--- config.mk ---
export PLATFORM = sky130hd
export DESIGN_NAME = conv_output_frame_collector
export DESIGN_NICKNAME = d
export VERILOG_FILES = /design/src/rtl/conv_output_frame_collector.sv
export SDC_FILE = /design/constraint.sdc
export NUM_CORES = 2
export LEC_CHECK = 0
export CAP_MARGIN = 25
export CORE_ASPECT_RATIO = 2
export CORE_MARGIN = 2
export CORE_UTILIZATION = 60
export CTS_BUF_LIST = sky130_fd_sc_hd__clkbuf_16
export DETAILED_ROUTE_END_ITERATION = 16
export PLACE_DENSITY_LB_ADDON = 0.25
export SYNTH_ARGS = -nofsm -noshare
export SYNTH_HDL_FRONTEND = slang
export SYNTH_SLANG_ARGS = --single-unit
--- constraint.sdc ---
create_clock -name clk -period 9.91 [get_ports clk]
set_input_delay 0.991 -clock clk [delete_from_list [all_inputs] [get_ports clk]]
set_output_delay 0.991 -clock clk [all_outputs]
set_load 0.005 [all_outputs]
--- src/rtl/conv_output_frame_collector.sv ---
// conv_output_frame_collector
//
// Gathers the raster-ordered stream of per-window results coming out of the
// 3x3 convolution stage into an on-chip frame buffer. Once the whole output
// map is in memory it is replayed to the next layer over valid/ready, tagged
// with its output-map row/column and a last flag.
//
// Ports
//   clk, rst_n        : clock (rising edge), asynchronous active-low reset
//   start             : frame start pulse, only honoured while idle
//   img_width/height  : input image size W/H, sampled with start
//   padding_mode      : 00 none, 01 zero, 10 edge, 11 same as 01
//   valid_in, data_in : result stream from the compute stage (no backpressure)
//   out_valid/ready   : replay handshake
//   out_data          : replayed result
//   out_row, out_col  : output-map coordinates of out_data
//   out_last          : marks the final result of the frame
//   frame_done        : one-cycle pulse after the final handshake
//   busy              : collector is not idle
//   err               : sticky error, cleared by reset or an accepted start
module conv_output_frame_collector #(
  parameter int DATA_W   = 8,
  parameter int MAX_SIZE = 256
) (
  input  logic                     clk,
  input  logic                     rst_n,
  input  logic                     start,
  input  logic [7:0]               img_width,
  input  logic [7:0]               img_height,
  input  logic [1:0]               padding_mode,
  input  logic                     valid_in,
  input  logic signed [DATA_W-1:0] data_in,
  output logic                     out_valid,
  input  logic                     out_ready,
  output logic signed [DATA_W-1:0] out_data,
  output logic [7:0]               out_row,
  output logic [7:0]               out_col,
  output logic                     out_last,
  output logic                     frame_done,
  output logic                     busy,
  output logic                     err
);

  localparam int          ADDR_W       = (MAX_SIZE > 1) ? $clog2(MAX_SIZE) : 1;
  localparam logic [15:0] MAX_EXPECTED = 16'(MAX_SIZE);

  typedef enum logic [1:0] {IDLE, COLLECT, DRAIN} state_t;

  state_t state, state_next;

  logic signed [DATA_W-1:0] mem [MAX_SIZE];

  logic [7:0]  out_w_q;
  logic [15:0] expected_q;
  logic [15:0] wr_cnt;
  logic [15:0] rd_cnt;

  logic        no_pad;
  logic [7:0]  calc_w;
  logic [7:0]  calc_h;
  logic [15:0] calc_expected;
  logic [15:0] last_idx;
  logic [15:0] rd_next;
  logic        cfg_bad;
  logic        accept_start;
  logic        write_en;
  logic        last_write;
  logic        handshake;
  logic        last_read;
  logic        first_fetch;

  // Frame geometry derived straight from the configuration inputs, so that it
  // can be validated in the same cycle start is seen.
  always_comb begin
    no_pad        = (padding_mode == 2'b00);
    calc_w        = no_pad ? (img_width  - 8'd2) : img_width;
    calc_h        = no_pad ? (img_height - 8'd2) : img_height;
    calc_expected = {8'd0, calc_w} * {8'd0, calc_h};
    cfg_bad       = (no_pad && ((img_width < 8'd3) || (img_height < 8'd3))) ||
                    (calc_expected == 16'd0) || (calc_expected > MAX_EXPECTED);
    accept_start  = (state == IDLE) && start && !cfg_bad;
    last_idx      = expected_q - 16'd1;
    write_en      = (state == COLLECT) && valid_in;
    last_write    = write_en && (wr_cnt == last_idx);
    handshake     = (state == DRAIN) && out_valid && out_ready;
    last_read     = handshake && (rd_cnt == last_idx);
    // The first DRAIN cycle has nothing presented yet; it prefetches mem[0].
    first_fetch   = (state == DRAIN) && !out_valid;
    rd_next       = rd_cnt + 16'd1;
  end

  // State register.
  always_ff @(posedge clk or negedge rst_n) begin
    if (!rst_n) begin
      state <= IDLE;
    end else begin
      state <= state_next;
    end
  end

  // Next-state logic.
  always_comb begin
    state_next = state;
    case (state)
      IDLE:    if (accept_start) state_next = COLLECT;
      COLLECT: if (last_write)   state_next = DRAIN;
      DRAIN:   if (last_read)    state_next = IDLE;
      default: state_next = IDLE;
    endcase
  end

  assign busy = (state != IDLE);

  // Frame buffer; contents are deliberately left unreset.
  always_ff @(posedge clk) begin
    if (write_en) begin
      mem[wr_cnt[ADDR_W-1:0]] <= data_in;
    end
  end

  // Counters, error flag and the registered replay outputs. The output
  // registers only move on a handshake (or the initial prefetch), which keeps
  // them stable during backpressure. On a handshake the next word is read
  // directly so the stream runs without bubbles.
  always_ff @(posedge clk or negedge rst_n) begin
    if (!rst_n) begin
      out_w_q    <= '0;
      expected_q <= '0;
      wr_cnt     <= '0;
      rd_cnt     <= '0;
      out_valid  <= 1'b0;
      out_data   <= '0;
      out_row    <= '0;
      out_col    <= '0;
      out_last   <= 1'b0;
      frame_done <= 1'b0;
      err        <= 1'b0;
    end else begin
      frame_done <= last_read;

      // A start and a stray valid_in together: the start decides the flag,
      // but the dropped result still has to be reported.
      if ((state == IDLE) && start) begin
        err <= cfg_bad | valid_in;
      end else if (valid_in && (state != COLLECT)) begin
        err <= 1'b1;
      end

      if (accept_start) begin
        out_w_q    <= calc_w;
        expected_q <= calc_expected;
        wr_cnt     <= '0;
      end

      if (write_en) begin
        wr_cnt <= wr_cnt + 16'd1;
      end

      if (last_write) begin
        rd_cnt <= '0;
      end

      if (first_fetch) begin
        out_valid <= 1'b1;
        out_data  <= mem[{ADDR_W{1'b0}}];
        out_row   <= '0;
        out_col   <= '0;
        out_last  <= (expected_q == 16'd1);
        rd_cnt    <= '0;
      end else if (handshake) begin
        if (last_read) begin
          out_valid <= 1'b0;
          out_last  <= 1'b0;
        end else begin
          rd_cnt   <= rd_next;
          out_data <= mem[rd_next[ADDR_W-1:0]];
          out_last <= (rd_next == last_idx);
          if (out_col == (out_w_q - 8'd1)) begin
            out_col <= '0;
            out_row <= out_row + 8'd1;
          end else begin
            out_col <= out_col + 8'd1;
          end
        end
      end
    end
  end

endmodule

==> results.py <==
metrics = {
    "yosys": {
        "synth-main-ff-cell": "edfxtp_1",
        "synth.distinct_cells": 82,
        "avgSynthCellArea_um2": 19.2,
        "netlist_area_um2": 87400,
        "synth_fp_nets": 4665,
        "async_flop_share_pct": 4.03,
        "syn_inst": 4550,
        "yosys_warnings": 0,
        "synth_edf_count": 2048,
        "synth-seq-cells": 2134,
        "seq_area_frac_synth_pct": 72.9,
    },
    "placed_design": {
        "postPlaceCellArea_um2": 90100,
        "dp_hpwl_um": 128000,
        "port_buffers": 59,
        "place_congestion": 0.872,
        "dp_cells": 6336,
    },
    "critical_path": {
        "critical_path.startpoint": "padding_mode[1]",
        "crit_chain": "clkdlybuf4s50_1, or2_2, nor4_1, nand2_1, xor2_1, nor2_1, fa_1, fa_1, fa_1, inv_1, fa_1, inv_1, ha_1, o21a_1, nor2_1, or3_1, a2111oi_0, nor4bb_4, o21ai_0",
        "cp_num_cells": 19,
        "cp-start-kind": "primary input",
        "worst_path_most_repeated_cell": "fa_1",
        "r2r_end": "out_data[0]$_DFFE_PN0P_",
        "cp_max_fo": 17,
        "reg2reg_from": "rd_cnt[0]$_DFF_PN0_",
        "path_delay_family": "adder cells",
        "critPathBufInv": 3,
        "crit_path_end_kind": "register",
        "arrival_ns": 7.94,
        "reg2reg_depth": 10,
        "endpoint": "wr_cnt[15]$_DFFE_PN0P_",
        "slowest_stage": "xor2_1",
        "cp_data_required_time_ns": 10.56,
        "path_class": "in2reg",
        "rrSetupSlack_ns": 3.85,
        "slowest_delay_ns": 0.78,
    },
    "layout": {
        "nets": 4735,
        "final_common_cell": "edfxtp_1",
        "syn2layout_area_growth_pct": 9.92,
        "stdcell_area_um2": 96000,
        "mostFrequentLayoutCells": "edfxtp_1 (2048), mux4_2 (568), nor2_1 (355)",
        "final_layout_size_suffix_gt1_share_pct": 20.6,
        "fin_cells": 6668,
    },
    "sta": {
        "relSlewSlack_pct": 21.4,
        "setup_violations": 0,
        "hold_viol": 0,
        "slew_viol_final": 0,
        "finalCriticalPeriod_ns": 7.29,
        "clock_skew_ns": 0.0291,
        "rsz0062_at_grt": "no",
        "post-route-period-util_pct": 73.6,
        "tightestPinTransition_ns": 1.18,
        "fmax_mhz": 137,
        "fin_tns_setup_ns": 0,
    },
    "clocking": {
        "cts_made_buffers": 174,
        "clkLatencyLatePin_ns": 0.83,
        "post_cts_buffers": 0,
        "cts_tree": "yes",
        "holdBufCountCts": 0,
        "post_cts_resized": 0,
        "cts.sinks": 2134,
        "path_clk_slew_ns": 0.07,
        "clockRootBuffer": "clkbuf_16",
        "htreeDepth": 4,
        "clock_path_buffers": 3,
    },
    "floorplan": {
        "initial_core_util_pct": 60.3,
        "core-area_um2": 145000,
        "die-area_um2": 149000,
        "fp.dieW_um": 274,
        "num_rows": 198,
        "pin_count": 60,
        "die_height_um": 544,
    },
    "run_status": {
        "outcome": "complete, no violations",
    },
    "route": {
        "ant_nets": 0,
        "drt-total-wl_um": 211000,
        "post-route-drc-count": 0,
        "drt_iter0_drc": 5615,
        "avgRoutedWirePerCell_um": 31.6,
        "vias": 44940,
        "vias_per_cell": 6.74,
        "dr.pass1.iters": 6,
    },
    "global_routing": {
        "grt_usage_pct": 29.1,
        "grt.overflow.total": 0,
        "grt_max_degree": 162,
        "first_global_vias": 45849,
        "grt_antenna_before_repair": 3,
        "grt_pass1_wl_um": 312000,
    },
    "power_and_ir_drop": {
        "p_leak_nw": 29.7,
        "peakVddDrop_uv": 202,
        "power.density_nw_per_um2": 187,
        "p_clk_share_pct": 38.6,
        "p_comb_share_pct": 5.8,
        "intPower_mw": 14.0,
        "power.switching_mw": 3.92,
        "sequentialPowerShare_pct": 55.6,
        "switching_share_pct": 21.9,
    },
    "run": {
        "cap_violations": 0,
    },
    "min_path": {
        "hold_class": "in2async",
    },
}
through the flow:
| step | util, % | hold WS [ns] | power [mW] | worst slack [ns] |
|---|---|---|---|---|
| 6_report | 66.3 | 0.260 | 17.9 | 2.62 |
| 5_1_grt | 66.3 | 0.301 | 18.4 | 1.93 |
| 4_1_cts | 66.1 | 0.251 | 18.0 | 2.58 |
| 3_5_place_dp | 62.2 | 0.503 | 11.2 | 1.75 |
| 3_3_place_gp | 62.1 | 0.490 | 11.2 | 1.98 |
| 2_1_floorplan | - | 0.480 | 10.8 | 3.02 |
worst min path at each step:
stage                                       start                       to  slack, ns  cells after the start
after floorplan               mem[0][0]$_DFFE_PP_  out_data[0]$_DFFE_PN0P_       0.48                      2
after global routing                        rst_n   out_w_q[4]$_DFFE_PN0P_       0.30                      1
final                                       rst_n   out_w_q[0]$_DFFE_PN0P_       0.26                      1
after CTS                                   rst_n   out_w_q[5]$_DFFE_PN0P_       0.25                      1
after global placement    out_data[3]$_DFFE_PN0P_  out_data[3]$_DFFE_PN0P_       0.49                      2
after detailed placement  out_data[7]$_DFFE_PN0P_  out_data[7]$_DFFE_PN0P_       0.50                      2
cell usage after synthesis, types with 10 or more instances:
master | instances | area (um2)
or4_1 | 10 | 75.1
buf_2 | 55 | 275
or2_2 | 20 | 125
nand4_1 | 43 | 269
a22o_1 | 10 | 87.6
nand3_1 | 77 | 385
mux2i_1 | 61 | 611
dfrtp_1 | 86 | 2150
o211ai_1 | 37 | 278
o21ai_0 | 74 | 370
a31oi_1 | 48 | 300
nor2_1 | 355 | 1330
and2_1 | 18 | 113
clkbuf_1 | 167 | 627
nand2_1 | 241 | 905
and3_1 | 14 | 87.6
a22oi_1 | 25 | 188
edfxtp_1 | 2048 | 61500
nor2b_1 | 32 | 200
nand2b_1 | 12 | 75.1
mux4_2 | 568 | 12800
fa_1 | 36 | 721
xnor2_1 | 55 | 482
xor2_1 | 33 | 289
nor4_1 | 10 | 62.6
nor3_1 | 26 | 130
ha_1 | 48 | 601
or3_1 | 18 | 113
a21oi_1 | 40 | 200
inv_1 | 99 | 372
buf_1 | 31 | 116
cells by family after synthesis:
group,Yosys count,synth area share (%)
DFF,2134,72.9
xor gates and xnor gates,96,1.09
adders and majority gates,84,1.51
buffers and inverters,355,1.63
and+or+nand+nor,911,4.84
muxes,638,15.5
AOI/OAI and AO/OA,332,2.60
per-layer routing:
metal / vias up / part of all wire [%] / GRT usage (%)
met2: 2479 / 50 / 46.9
met1: 23468 / 36 / 39.2
met5: - / 0.0062 / 0
li1: 18503 / - / -
met4: 2 / 5.3 / 13.8
met3: 488 / 8.6 / 4.88
registers in the layout (all words and copies together), names as in the netlist, 2 cells and up:
| signal | count |
|---|---|
| mem | 2048 |
| expected_q | 16 |
| rd_cnt | 16 |
| wr_cnt | 16 |
| out_col | 8 |
| out_data | 8 |
| out_row | 8 |
| out_w_q | 8 |
| state | 2 |
worst reg2reg max path, delay by kind of cell (launching register included):
kind	cells	cell delay [ns]
buffers and inverters	3	2.41
muxes	2	0.83
and+or+nand+nor	2	0.60
DFF	1	0.86
AOI/OAI and AO/OA	3	1.22
final cells by class:
class | count | area (um2)
flip-flops and latches | 2134 | 63700
fillers | 9183 | 48900
multi-input cells | 2061 | 22400
well taps | 1900 | 2380
clock buffers | 175 | 4380
diodes | 2 | 5.00
inverters | 99 | 372
clock inverters | 147 | 1330
repair buffers | 150 | 1530
power groups by stage:
stage                     combinational [mW]  sequential (mW)  clock (mW)
after floorplan                        0.641             10.1           0
after global placement                 0.990             10.2           0
after detailed placement                1.02             10.2           0
after CTS                               1.03             9.98        6.99
after global routing                    1.15             9.98        7.29
final                                   1.04             9.98        6.92
No activity file was read; power rests on OpenSTA's default activity.
